$ cat src/rtl/gpio_cmd_decoder_if.sv
// Register-write handshake between the command decoder and the
// datapath register file.
interface gpio_cmd_decoder_if #(
   parameter int AW = 12
);
   logic          wr_valid;
   logic [AW-1:0] wr_addr;
   logic [31:0]   wr_data;
   logic          wr_ready;

   modport master (
      output wr_valid,
      output wr_addr,
      output wr_data,
      input  wr_ready
   );

   modport slave (
      input  wr_valid,
      input  wr_addr,
      input  wr_data,
      output wr_ready
   );
endinterface

$ cat src/rtl/gpio_cmd_decoder.sv
// Consumer end of the GPIO command mailbox: buffers command pulses
// and turns them into register writes, commit strobes and error flags.
module gpio_cmd_decoder #(
   parameter int DEPTH = 4,
   parameter int AW    = 12
) (
   input  logic                dst_clk,
   input  logic                dst_rst_n,
   input  logic                wen_dst,
   input  logic [31:0]         wdata_dst,
   gpio_cmd_decoder_if.master  wr,
   output logic                commit,
   output logic [2:0]          err_flags,
   output logic [15:0]         cmd_count,
   output logic                busy
);

   localparam int PW = (DEPTH > 1) ? $clog2(DEPTH) : 1;
   localparam int CW = PW + 1;

   localparam logic [3:0] OP_NOP = 4'h0;
   localparam logic [3:0] OP_LO  = 4'h1;
   localparam logic [3:0] OP_HI  = 4'h2;
   localparam logic [3:0] OP_W16 = 4'h3;
   localparam logic [3:0] OP_CMT = 4'h4;
   localparam logic [3:0] OP_CLR = 4'hF;

   typedef struct packed {
      logic [3:0]    op;
      logic [AW-1:0] addr;
      logic [15:0]   data;
   } cmd_t;

   typedef enum logic {
      S_IDLE,
      S_ISSUE
   } state_e;

   cmd_t          mem_q [DEPTH];
   logic [PW-1:0] wptr_q;
   logic [PW-1:0] rptr_q;
   logic [CW-1:0] cnt_q;
   logic [CW-1:0] cnt_d;

   state_e        state_q;
   state_e        state_d;
   logic          wr_valid_q;
   logic          wr_valid_d;
   logic [AW-1:0] wr_addr_q;
   logic [AW-1:0] wr_addr_d;
   logic [31:0]   wr_data_q;
   logic [31:0]   wr_data_d;
   logic          commit_q;
   logic          commit_d;
   logic [2:0]    err_q;
   logic [2:0]    err_d;
   logic [15:0]   cmd_cnt_q;
   logic          busy_q;
   logic          busy_d;

   logic          lo_valid_q;
   logic          lo_valid_d;
   logic [AW-1:0] lo_addr_q;
   logic [AW-1:0] lo_addr_d;
   logic [15:0]   lo_data_q;
   logic [15:0]   lo_data_d;

   logic          empty;
   logic          full;
   logic          pop;
   logic          push_ok;
   logic          ovf_ev;
   logic          seq_ev;
   logic          ill_ev;
   logic          clr_ev;
   cmd_t          head;

   assign empty   = (cnt_q == '0);
   assign full    = (cnt_q == CW'(DEPTH));
   assign pop     = (state_q == S_IDLE) && !empty;
   // A full FIFO still takes a push when the head leaves this cycle.
   assign push_ok = wen_dst && (!full || pop);
   assign ovf_ev  = wen_dst && full && !pop;
   assign head    = mem_q[rptr_q];
   assign cnt_d   = cnt_q + CW'(push_ok) - CW'(pop);

   always_comb begin
      state_d    = state_q;
      wr_valid_d = wr_valid_q;
      wr_addr_d  = wr_addr_q;
      wr_data_d  = wr_data_q;
      commit_d   = 1'b0;
      lo_valid_d = lo_valid_q;
      lo_addr_d  = lo_addr_q;
      lo_data_d  = lo_data_q;
      seq_ev     = 1'b0;
      ill_ev     = 1'b0;
      clr_ev     = 1'b0;

      unique case (state_q)
         S_IDLE: begin
            if (pop) begin
               unique case (1'b1)
                  (head.op == OP_NOP): begin
                  end
                  (head.op == OP_LO): begin
                     lo_valid_d = 1'b1;
                     lo_addr_d  = head.addr;
                     lo_data_d  = head.data;
                  end
                  (head.op == OP_HI): begin
                     lo_valid_d = 1'b0;
                     if (lo_valid_q && (head.addr == lo_addr_q)) begin
                        wr_valid_d = 1'b1;
                        wr_addr_d  = head.addr;
                        wr_data_d  = {head.data, lo_data_q};
                        state_d    = S_ISSUE;
                     end else begin
                        seq_ev = 1'b1;
                     end
                  end
                  (head.op == OP_W16): begin
                     wr_valid_d = 1'b1;
                     wr_addr_d  = head.addr;
                     wr_data_d  = {16'h0000, head.data};
                     state_d    = S_ISSUE;
                  end
                  (head.op == OP_CMT): begin
                     commit_d = 1'b1;
                  end
                  (head.op == OP_CLR): begin
                     clr_ev = 1'b1;
                  end
                  default: begin
                     ill_ev = 1'b1;
                  end
               endcase
            end
         end
         S_ISSUE: begin
            if (wr.wr_ready) begin
               wr_valid_d = 1'b0;
               state_d    = S_IDLE;
            end
         end
         default: begin
            state_d = S_IDLE;
         end
      endcase

      // Clear first so a same-cycle overflow still lands.
      err_d    = clr_ev ? 3'b000 : err_q;
      err_d[2] = err_d[2] | ovf_ev;
      err_d[1] = err_d[1] | seq_ev;
      err_d[0] = err_d[0] | ill_ev;

      busy_d = (cnt_d != '0) || (state_d != S_IDLE);
   end

   always_ff @(posedge dst_clk) begin
      if (push_ok) begin
         mem_q[wptr_q] <= cmd_t'(wdata_dst);
      end
   end

   always_ff @(posedge dst_clk or negedge dst_rst_n) begin
      if (!dst_rst_n) begin
         wptr_q     <= '0;
         rptr_q     <= '0;
         cnt_q      <= '0;
         cmd_cnt_q  <= '0;
      end else begin
         if (push_ok) begin
            wptr_q    <= wptr_q + PW'(1);
            cmd_cnt_q <= cmd_cnt_q + 16'd1;
         end
         if (pop) begin
            rptr_q <= rptr_q + PW'(1);
         end
         cnt_q <= cnt_d;
      end
   end

   always_ff @(posedge dst_clk or negedge dst_rst_n) begin
      if (!dst_rst_n) begin
         state_q    <= S_IDLE;
         wr_valid_q <= 1'b0;
         wr_addr_q  <= '0;
         wr_data_q  <= '0;
         commit_q   <= 1'b0;
         err_q      <= '0;
         busy_q     <= 1'b0;
         lo_valid_q <= 1'b0;
         lo_addr_q  <= '0;
         lo_data_q  <= '0;
      end else begin
         state_q    <= state_d;
         wr_valid_q <= wr_valid_d;
         wr_addr_q  <= wr_addr_d;
         wr_data_q  <= wr_data_d;
         commit_q   <= commit_d;
         err_q      <= err_d;
         busy_q     <= busy_d;
         lo_valid_q <= lo_valid_d;
         lo_addr_q  <= lo_addr_d;
         lo_data_q  <= lo_data_d;
      end
   end

   assign wr.wr_valid = wr_valid_q;
   assign wr.wr_addr  = wr_addr_q;
   assign wr.wr_data  = wr_data_q;
   assign commit      = commit_q;
   assign err_flags   = err_q;
   assign cmd_count   = cmd_cnt_q;
   assign busy        = busy_q;

endmodule

$ cat src/flat_wrapper.sv
// flat-port wrapper written by rule: the top's interface ports become plain ports
module gpio_cmd_decoder_flat 
#(
   parameter int DEPTH = 4,
   parameter int AW    = 12
)
  (dst_clk, dst_rst_n, wen_dst, wdata_dst, commit, err_flags, cmd_count, busy, wr_wr_valid, wr_wr_addr, wr_wr_data, wr_wr_ready);
  gpio_cmd_decoder_if #(.AW(AW)) wr_i ();
  input  logic dst_clk;
  input  logic dst_rst_n;
  input  logic wen_dst;
  input  logic [31:0] wdata_dst;
  output logic commit;
  output logic [2:0] err_flags;
  output logic [15:0] cmd_count;
  output logic busy;
  output wire logic [$bits(wr_i.wr_valid)-1:0] wr_wr_valid;
  output wire logic [$bits(wr_i.wr_addr)-1:0] wr_wr_addr;
  output wire logic [$bits(wr_i.wr_data)-1:0] wr_wr_data;
  input wire logic [$bits(wr_i.wr_ready)-1:0] wr_wr_ready;
  assign wr_wr_valid = wr_i.wr_valid;
  assign wr_wr_addr = wr_i.wr_addr;
  assign wr_wr_data = wr_i.wr_data;
  assign wr_i.wr_ready = wr_wr_ready;
  gpio_cmd_decoder #(.DEPTH(DEPTH), .AW(AW)) u_core (.dst_clk(dst_clk), .dst_rst_n(dst_rst_n), .wen_dst(wen_dst), .wdata_dst(wdata_dst), .wr(wr_i), .commit(commit), .err_flags(err_flags), .cmd_count(cmd_count), .busy(busy));
endmodule
$ cat config.mk
export PLATFORM = sky130hd
export DESIGN_NAME = gpio_cmd_decoder_flat
export DESIGN_NICKNAME = d
export VERILOG_FILES = /design/src/rtl/gpio_cmd_decoder_if.sv /design/src/rtl/gpio_cmd_decoder.sv /design/src/flat_wrapper.sv
export SDC_FILE = /design/constraint.sdc
export NUM_CORES = 1
export LEC_CHECK = 0
export ABC_CLOCK_PERIOD_IN_PS = 3500
export CAP_MARGIN = 15
export CELL_PAD_IN_SITES_DETAIL_PLACEMENT = 1
export CELL_PAD_IN_SITES_GLOBAL_PLACEMENT = 1
export CORE_ASPECT_RATIO = 1.1
export CORE_MARGIN = 1
export CORE_UTILIZATION = 47
export DETAILED_ROUTE_END_ITERATION = 8
export PLACE_DENSITY = 0.78
export SYNTH_ARGS = -nofsm -noshare
export SYNTH_HDL_FRONTEND = slang
export SYNTH_SLANG_ARGS = --single-unit
export TNS_END_PERCENT = 30
$ cat constraint.sdc
create_clock -name dst_clk -period 3.5 [get_ports dst_clk]
set_input_delay 0.35 -clock dst_clk [delete_from_list [all_inputs] [get_ports dst_clk]]
set_output_delay 0.35 -clock dst_clk [all_outputs]
set_load 0.02 [all_outputs]
# Yosys cells after proc, flatten, opt, wreduce, memory -nomap -nowiden
# Memories as Yosys holds them, arrays and structs flattened.
# Cells that the tools add are included.
word_totals:
  regBits: 103
  ram_bits: 128
  inputBits: 36
  out_inout_bits: 66
  wordCells: 87
  mem_count: 1
mem_list:
  columns: ["name", "words", "width", "read_ports", "rd_clocked_by_memory_dff", "wr", "line", "source"]
  rows:
  - ["u_core.mem_q", 4, 32, 1, 0, 1, "gpio_cmd_decoder.sv:39", "cmd_t mem_q [DEPTH];"]
op_classes:
  addsub: 5
  n_eq_ne: 12
  n_mux: 31
  bitwise_logic: 4
  n_reduce_logical: 20
ops:
  columns: ["operator", "count"]
  rows:
  - ["$pmux W32 S2", 1]
  - ["$mux W32", 1]
  - ["$pmux W12 S2", 1]
  - ["$mux W1", 21]
  - ["$add A16 B1 Y16 const B", 1]
  - ["$eq A12 B12 Y1", 1]
  - ["$mux W12", 1]
  - ["$pmux W1 S2", 5]
  - ["$eq A4 B2 Y1 const B", 2]
  - ["$reduce_and A4 Y1", 2]
  - ["$ne A3 B3 Y1 const B", 2]
  - ["$reduce_and A3 Y1", 2]
  - ["$reduce_or A6 Y1", 1]
  - ["$logic_and A1 B1 Y1", 5]
  - ["$add A2 B1 Y2 const B", 2]
  - ["$eq A4 B1 Y1 const B", 1]
  - ["$eq A4 B3 Y1 const B", 1]
  - ["$eq A4 B4 Y1 const B", 1]
  - ["$logic_not A4 Y1", 1]
  - ["$ne A2 B2 Y1 const B", 2]
  - ["$reduce_bool A2 Y1", 2]
  - ["$add A3 B1 Y3", 1]
  - ["$eq A3 B3 Y1 const B", 1]
  - ["$logic_not A1 Y1", 3]
  - ["8 further kinds", 11]

# Longest topological paths before layout
depth:
  word_depth: 9
  ltp_mapped: 12
  mapped_depth_nobuf: 10

# Least setup slack after synthesis
# No wires, ideal clock.
synth_timing:
  path_type: "reg2reg"
  from: "register u_core.cnt_q[0]"
  to: "register u_core.busy_q (netlist: u_core.busy)"
  setup_time_ns: 0.138
  arrival_ns: 2.416
  required_time_ns: 3.362
  path_slack_ns: 0.946
  stages_incl_launch_ff: 11
  path_buffers: 0
  period_less_slack_ns: 2.554
  path_cell_list: "dfrtp_1 -> nor3_1 -> nor2_1 -> ha_1 -> inv_1 -> ha_1 -> fa_1 -> xnor2_1 -> xnor2_1 -> a2111oi_0 -> o21ai_1"
synth_between:
  elab_chain_cells: 9
  elab_cells_between_ends: 13
  cone_classes: "add/sub: 2; eq/ne: 1; mux: 2; reduce/logical: 8"
synth_lines:
  columns: ["item", "line", "source"]
  rows:
  - ["start: declaration", "gpio_cmd_decoder.sv:42", "logic [CW-1:0] cnt_q;"]
  - ["start signal: assignment", "gpio_cmd_decoder.sv:180", "cnt_q <= cnt_d;"]
  - ["$logic_not A3 Y1 (*)", "gpio_cmd_decoder.sv:78", "assign empty = (cnt_q == '0);"]
  - ["$logic_not A1 Y1 (*)", "gpio_cmd_decoder.sv:80", "assign pop = (state_q == S_IDLE) && !empty;"]
  - ["$logic_and A1 B1 Y1 (*)", "gpio_cmd_decoder.sv:80", null]
  - ["via u_core.pop", "gpio_cmd_decoder.sv:70", "logic pop;"]
  - ["$logic_or A1 B1 Y1", "gpio_cmd_decoder.sv:82", "assign push_ok = wen_dst && (!full || pop);"]
  - ["$logic_and A1 B1 Y1", "gpio_cmd_decoder.sv:82", null]
  - ["$add A3 B1 Y3", "gpio_cmd_decoder.sv:85", "assign cnt_d = cnt_q + CW'(push_ok) - CW'(pop);"]
  - ["$sub A3 B1 Y3 (*)", "gpio_cmd_decoder.sv:85", null]
  - ["via u_core.cnt_d[2]", "gpio_cmd_decoder.sv:43", "logic [CW-1:0] cnt_d;"]
  - ["$reduce_bool A3 Y1 (*)", "gpio_cmd_decoder.sv:157", "busy_d = (cnt_d != '0) || (state_d != S_IDLE);"]
  - ["$logic_or A1 B1 Y1 (*)", "gpio_cmd_decoder.sv:157", null]
  - ["via u_core.busy_d", "gpio_cmd_decoder.sv:59", "logic busy_d;"]
  - ["end signal: assignment", "gpio_cmd_decoder.sv:203", "busy_q <= busy_d;"]
  - ["end: declaration", "gpio_cmd_decoder.sv:58", "logic busy_q;"]
# Mark *: on every way through the listed nets, which the timed path passes. The rest lies on a longest branch.
# A chain may end at the register's enable or synchronous reset.

# Worst setup path in the final report
layout_timing:
  from: "register u_core.rptr_q[1]"
  to: "register u_core.wr_data_q[3] (netlist: u_core.wr.wr_data[3])"
layout_between:
  elab_chain_cells: 5
  elab_cells_between_ends: 9
  cone_classes: "eq/ne: 4; mux: 1; reduce/logical: 3; memory: 1"
layout_lines:
  columns: ["item", "line", "source"]
  rows:
  - ["start: declaration", "gpio_cmd_decoder.sv:41", "logic [PW-1:0] rptr_q;"]
  - ["start signal: assignment", "gpio_cmd_decoder.sv:178", "rptr_q <= rptr_q + PW'(1);"]
  - ["$mem_v2 Z4 W32 (*)", null, null]
  - ["$eq A12 B12 Y1", "gpio_cmd_decoder.sv:113", "if (lo_valid_q && (head.addr == lo_addr_q)) begin"]
  - ["$logic_and A1 B1 Y1", "gpio_cmd_decoder.sv:113", null]
  - ["$ne A2 B2 Y1 (no source line)", null, null]
  - ["$reduce_and A4 Y1 (no source line)", null, null]
  - ["end signal: assignment", "gpio_cmd_decoder.sv:200", "wr_data_q <= wr_data_d;"]
  - ["end: declaration", "gpio_cmd_decoder.sv:51", "logic [31:0] wr_data_q;"]
# Every way passes the cells marked *; elsewhere a longest branch is shown, timed or not.

==> reports/metrics.yaml <==
cells_and_area:
  nets: 875
  drive_above_1_share_pct: 14.6
  stdcell_count: 1139
  antenna_cells: 0
  area_growth_pct: 19.7
  fin_util_pct: 57.2
sta:
  timing.setup.tns_ns: 0
  layout_min_cycle_time_ns: 3.06
  fin_crit_sh_pct: 87.4
  setup_viol: 0
  maxSlewHeadroom_pct: 41.5
  clock_skew_ns: 0.0108
  hold_violations: 0
  worst_slew_pin_slew_ns: 0.878
  rsz0062_at_grt: "no"
  clock.fmax_mhz: 327
  maxSlewViolCount: 0
cts:
  clkLatencyLatePin_ns: 0.51
  cts_tree: "yes"
  cts.htree.levels: 1
  cts-root-buf: "clkbuf_16"
  clkTransAtPathRegs_ns: 0.06
  cts_setup_buffers: 0
  cts_buffers: 25
  clock-sinks: 231
  clockBufferDepth: 3
logic_synthesis:
  synth-edff-count: 128
  ys_dominant_reg_cell: "edfxtp_1"
  synth_area_leaders: "edfxtp_1 (38%), dfrtp_1 (25%), mux4_2 (5.1%), mux2_2 (3.2%), xnor2_1 (2.7%)"
  syn_area_per_cell_sq_um: 14.0
  syn_nets: 772
  syn-cell-area_sq_mm: 0.0102
  netlist_instances: 728
  synthTopCellsByCount: "edfxtp_1 (128), dfrtp_1 (103), nand2_1 (44)"
  synth_top_cell_by_area: "edfxtp_1"
  async_reset_ff_share_pct: 44.6
  yosys_warnings: 0
  synth_top_cell_area_share_pct: 37.8
  synth_most_common_cell: "edfxtp_1"
  synth-seq-area-share_pct: 63.1
  post_synth_num_cell_types: 51
  ys_ff_latch: 231
floorplanning:
  dieArea_sq_mm: 0.0222
  fp.dieW_microns: 142
  start_util_pct: 47.8
  rows: 56
  num_io_pins: 102
  die_y_microns: 156
  coreArea_sq_mm: 0.0213
worst_setup_path:
  critPathMaxStageDelay_ns: 0.64
  end_kind: "register"
  crit_family: "compound AO/OA/AOI/OAI gates"
  timing.critical_path.buf_inv: 2
  critPathLaunchType: "register"
  worst-endpoint-arrival_ns: 3.46
  critPathRequiredTime_ns: 3.90
  critical_path_depth: 8
  reg2reg_depth: 8
  crit_chain: "buf_4 -> mux2i_1 -> xnor2_1 -> a211oi_1 -> o211a_1 -> buf_4 -> a211oi_1 -> a211oi_1"
  critPathKind: "reg -> reg"
  crit_top_cell: "a211oi_1"
  path_max_fanout: 38
  crit_path_top_delay_cell: "dfrtp_2"
global_routing:
  grt_start_max_net_pins: 65
  track_usage_pct: 23.9
  grt-ovfl-total: 0
  grt_antenna_before_repair: 0
  grt_pass1_vias: 7179
  grt_pass1_wl_microns: 40500
worst_hold_path:
  hold_depth: 1
  hp-class: "in -> reg"
place:
  place_inst: 1093
  routabilityCongestion: 0.800
  port_buffers: 101
  dpl.hpwl_microns: 16900
route:
  drt_iter0_drc: 345
  drt_pre_antenna_iters: 4
  vias: 6537
  ant_nets: 0
  wl_per_cell_microns: 22.3
  viasPerCell: 5.74
  drc: 0
  drt-total-wl_microns: 25500
pwr:
  power_w: 0.0113
  power_frac_comb_pct: 41.3
  pwr-share-clk_pct: 21.4
  power_density_mw_per_mm2: 925
  p_switching_w: 0.00424
  switching_share_pct: 37.6
  intPower_w: 0.00703
  ir_drop_mv: 0.427
  seqPwrFrac_pct: 37.3
  leakagePower_nw: 4.54
job:
  drv_cap: 0
outcome:
  outcome: "completed"
-- power by group through the flow --
stage          Combinational [W]  Clock (W)  Sequential, W
5_1_grt                  0.00504    0.00256        0.00428
4_1_cts                  0.00468    0.00245        0.00420
2_1_floorplan            0.00297          0        0.00429
6_report                 0.00466    0.00241        0.00420
3_3_place_gp             0.00437          0        0.00415
3_5_place_dp             0.00462          0        0.00423
-- flip-flops by register name, indices dropped and copies added, names as in the netlist --
signal,flops
u_core.mem_q,128
u_core.wr.wr_data,32
u_core.cmd_count,16
u_core.lo_data_q,16
u_core.lo_addr_q,12
u_core.wr.wr_addr,12
u_core.cnt_q,3
u_core.err_flags,3
u_core.rptr_q,2
u_core.wptr_q,2
u_core.busy,1
u_core.commit,1
u_core.lo_valid_q,1
u_core.state_q,1
u_core.wr.wr_valid,1
-- final cells by class --
cell class                      count  area [sq um]
Inverter                           11          41.3
Sequential cell                   231          6420
Fill cell                        2127          9120
Tap cell                          290           363
Clock buffer                       31           648
Clock inverter                     14          88.8
Multi-Input combinational cell    436          3400
Timing Repair Buffer              126          1210
-- cells in the final DEF, fill, tap and decap left out, types with 2 or more instances in the layout --
cell             synthesis  routed
a211oi_1                28      28
a211oi_2                 5       5
a21o_1                  28      28
a21oi_1                 18      18
a22o_1                   3       3
a41o_1                  16      16
and2_0                  11      11
and2_1                  11      11
and3_1                   7       7
and4_1                   3       3
buf_4                    9      24
clkbuf_1                13       6
clkbuf_16                0      25
clkdlybuf4s50_1          0     100
clkinv_1                 0       7
clkinv_2                 0       5
dfrtp_1                103     101
dfrtp_2                  0       2
edfxtp_1               128     128
ha_1                     7       7
inv_1                   11      11
mux2_2                  29      29
mux2i_1                 18      18
mux4_2                  23      23
nand2_1                 44      44
nand3_1                 22      22
nand4_1                  9       9
nor2_1                  29      29
nor3_1                  16      16
o21ai_0                 36      36
o21ai_1                  2       2
o2bb2ai_1                2       2
or3_1                   17      17
xnor2_1                 31      31
xor2_1                   3       3
-- logic make-up after synthesis --
family | Yosys count | share of synthesized area [%]
flops | 231 | 63.1
fa+ha+maj | 8 | 1.06
simple gates | 179 | 9.27
xor+xnor | 34 | 2.93
mux | 71 | 10.2
compound gates | 144 | 9.98
buf+inv | 61 | 3.46
-- stage by stage --
step	worst slack, ns	hold WS, ns	cell area [sq um]
finish	0.440	0.470	12200
detailed placement	0.476	0.466	11400
CTS	0.479	0.462	12200
floorplan	0.946	0.0544	10200
global route	0.272	0.485	12200
global placement	0.680	0.461	11400
-- routing by layer --
layer | GRT usage (%) | up-vias | wire length, microns
met5 | 0 | - | 0
met4 | 7.17 | 0 | 427
met3 | 3.27 | 31 | 1100
met2 | 41.5 | 160 | 13100
met1 | 31.1 | 3416 | 10800
li1 | - | 2930 | -
-- path summary, 6_finish.rpt --
check | slack (ns) | from | to
worst max-delay path | 0.44 | u_core.rptr_q[1] | u_core.wr.wr_data[3]
worst max register to register | 0.44 | u_core.rptr_q[1] | u_core.wr.wr_data[3]
worst min register to register | 0.47 | u_core.cmd_count[15] | u_core.cmd_count[15]
max in group asynchronous | 2.27 | dst_rst_n | u_core.cmd_count[14]
min in group asynchronous | 0.49 | dst_rst_n | u_core.lo_data_q[1]
worst min-delay path | 0.47 | wdata_dst[10] | u_core.mem_q[3][10]
-- worst reg2reg max path, cell delays in order, from the launching register on --
cell and delay [ns]:
dfrtp_2 0.64, buf_4 0.38, mux2i_1 0.32, xnor2_1 0.11, a211oi_1 0.28, o211a_1 0.36
buf_4 0.44, a211oi_1 0.17, a211oi_1 0.25
-- repair_timing --
action                    4_1_cts  5_1_grt
hold endpoints to repair       59        0
hold buffers                    1        0
gates resized for setup         0        0
Note: power is estimated with default switching activity, not from simulation.
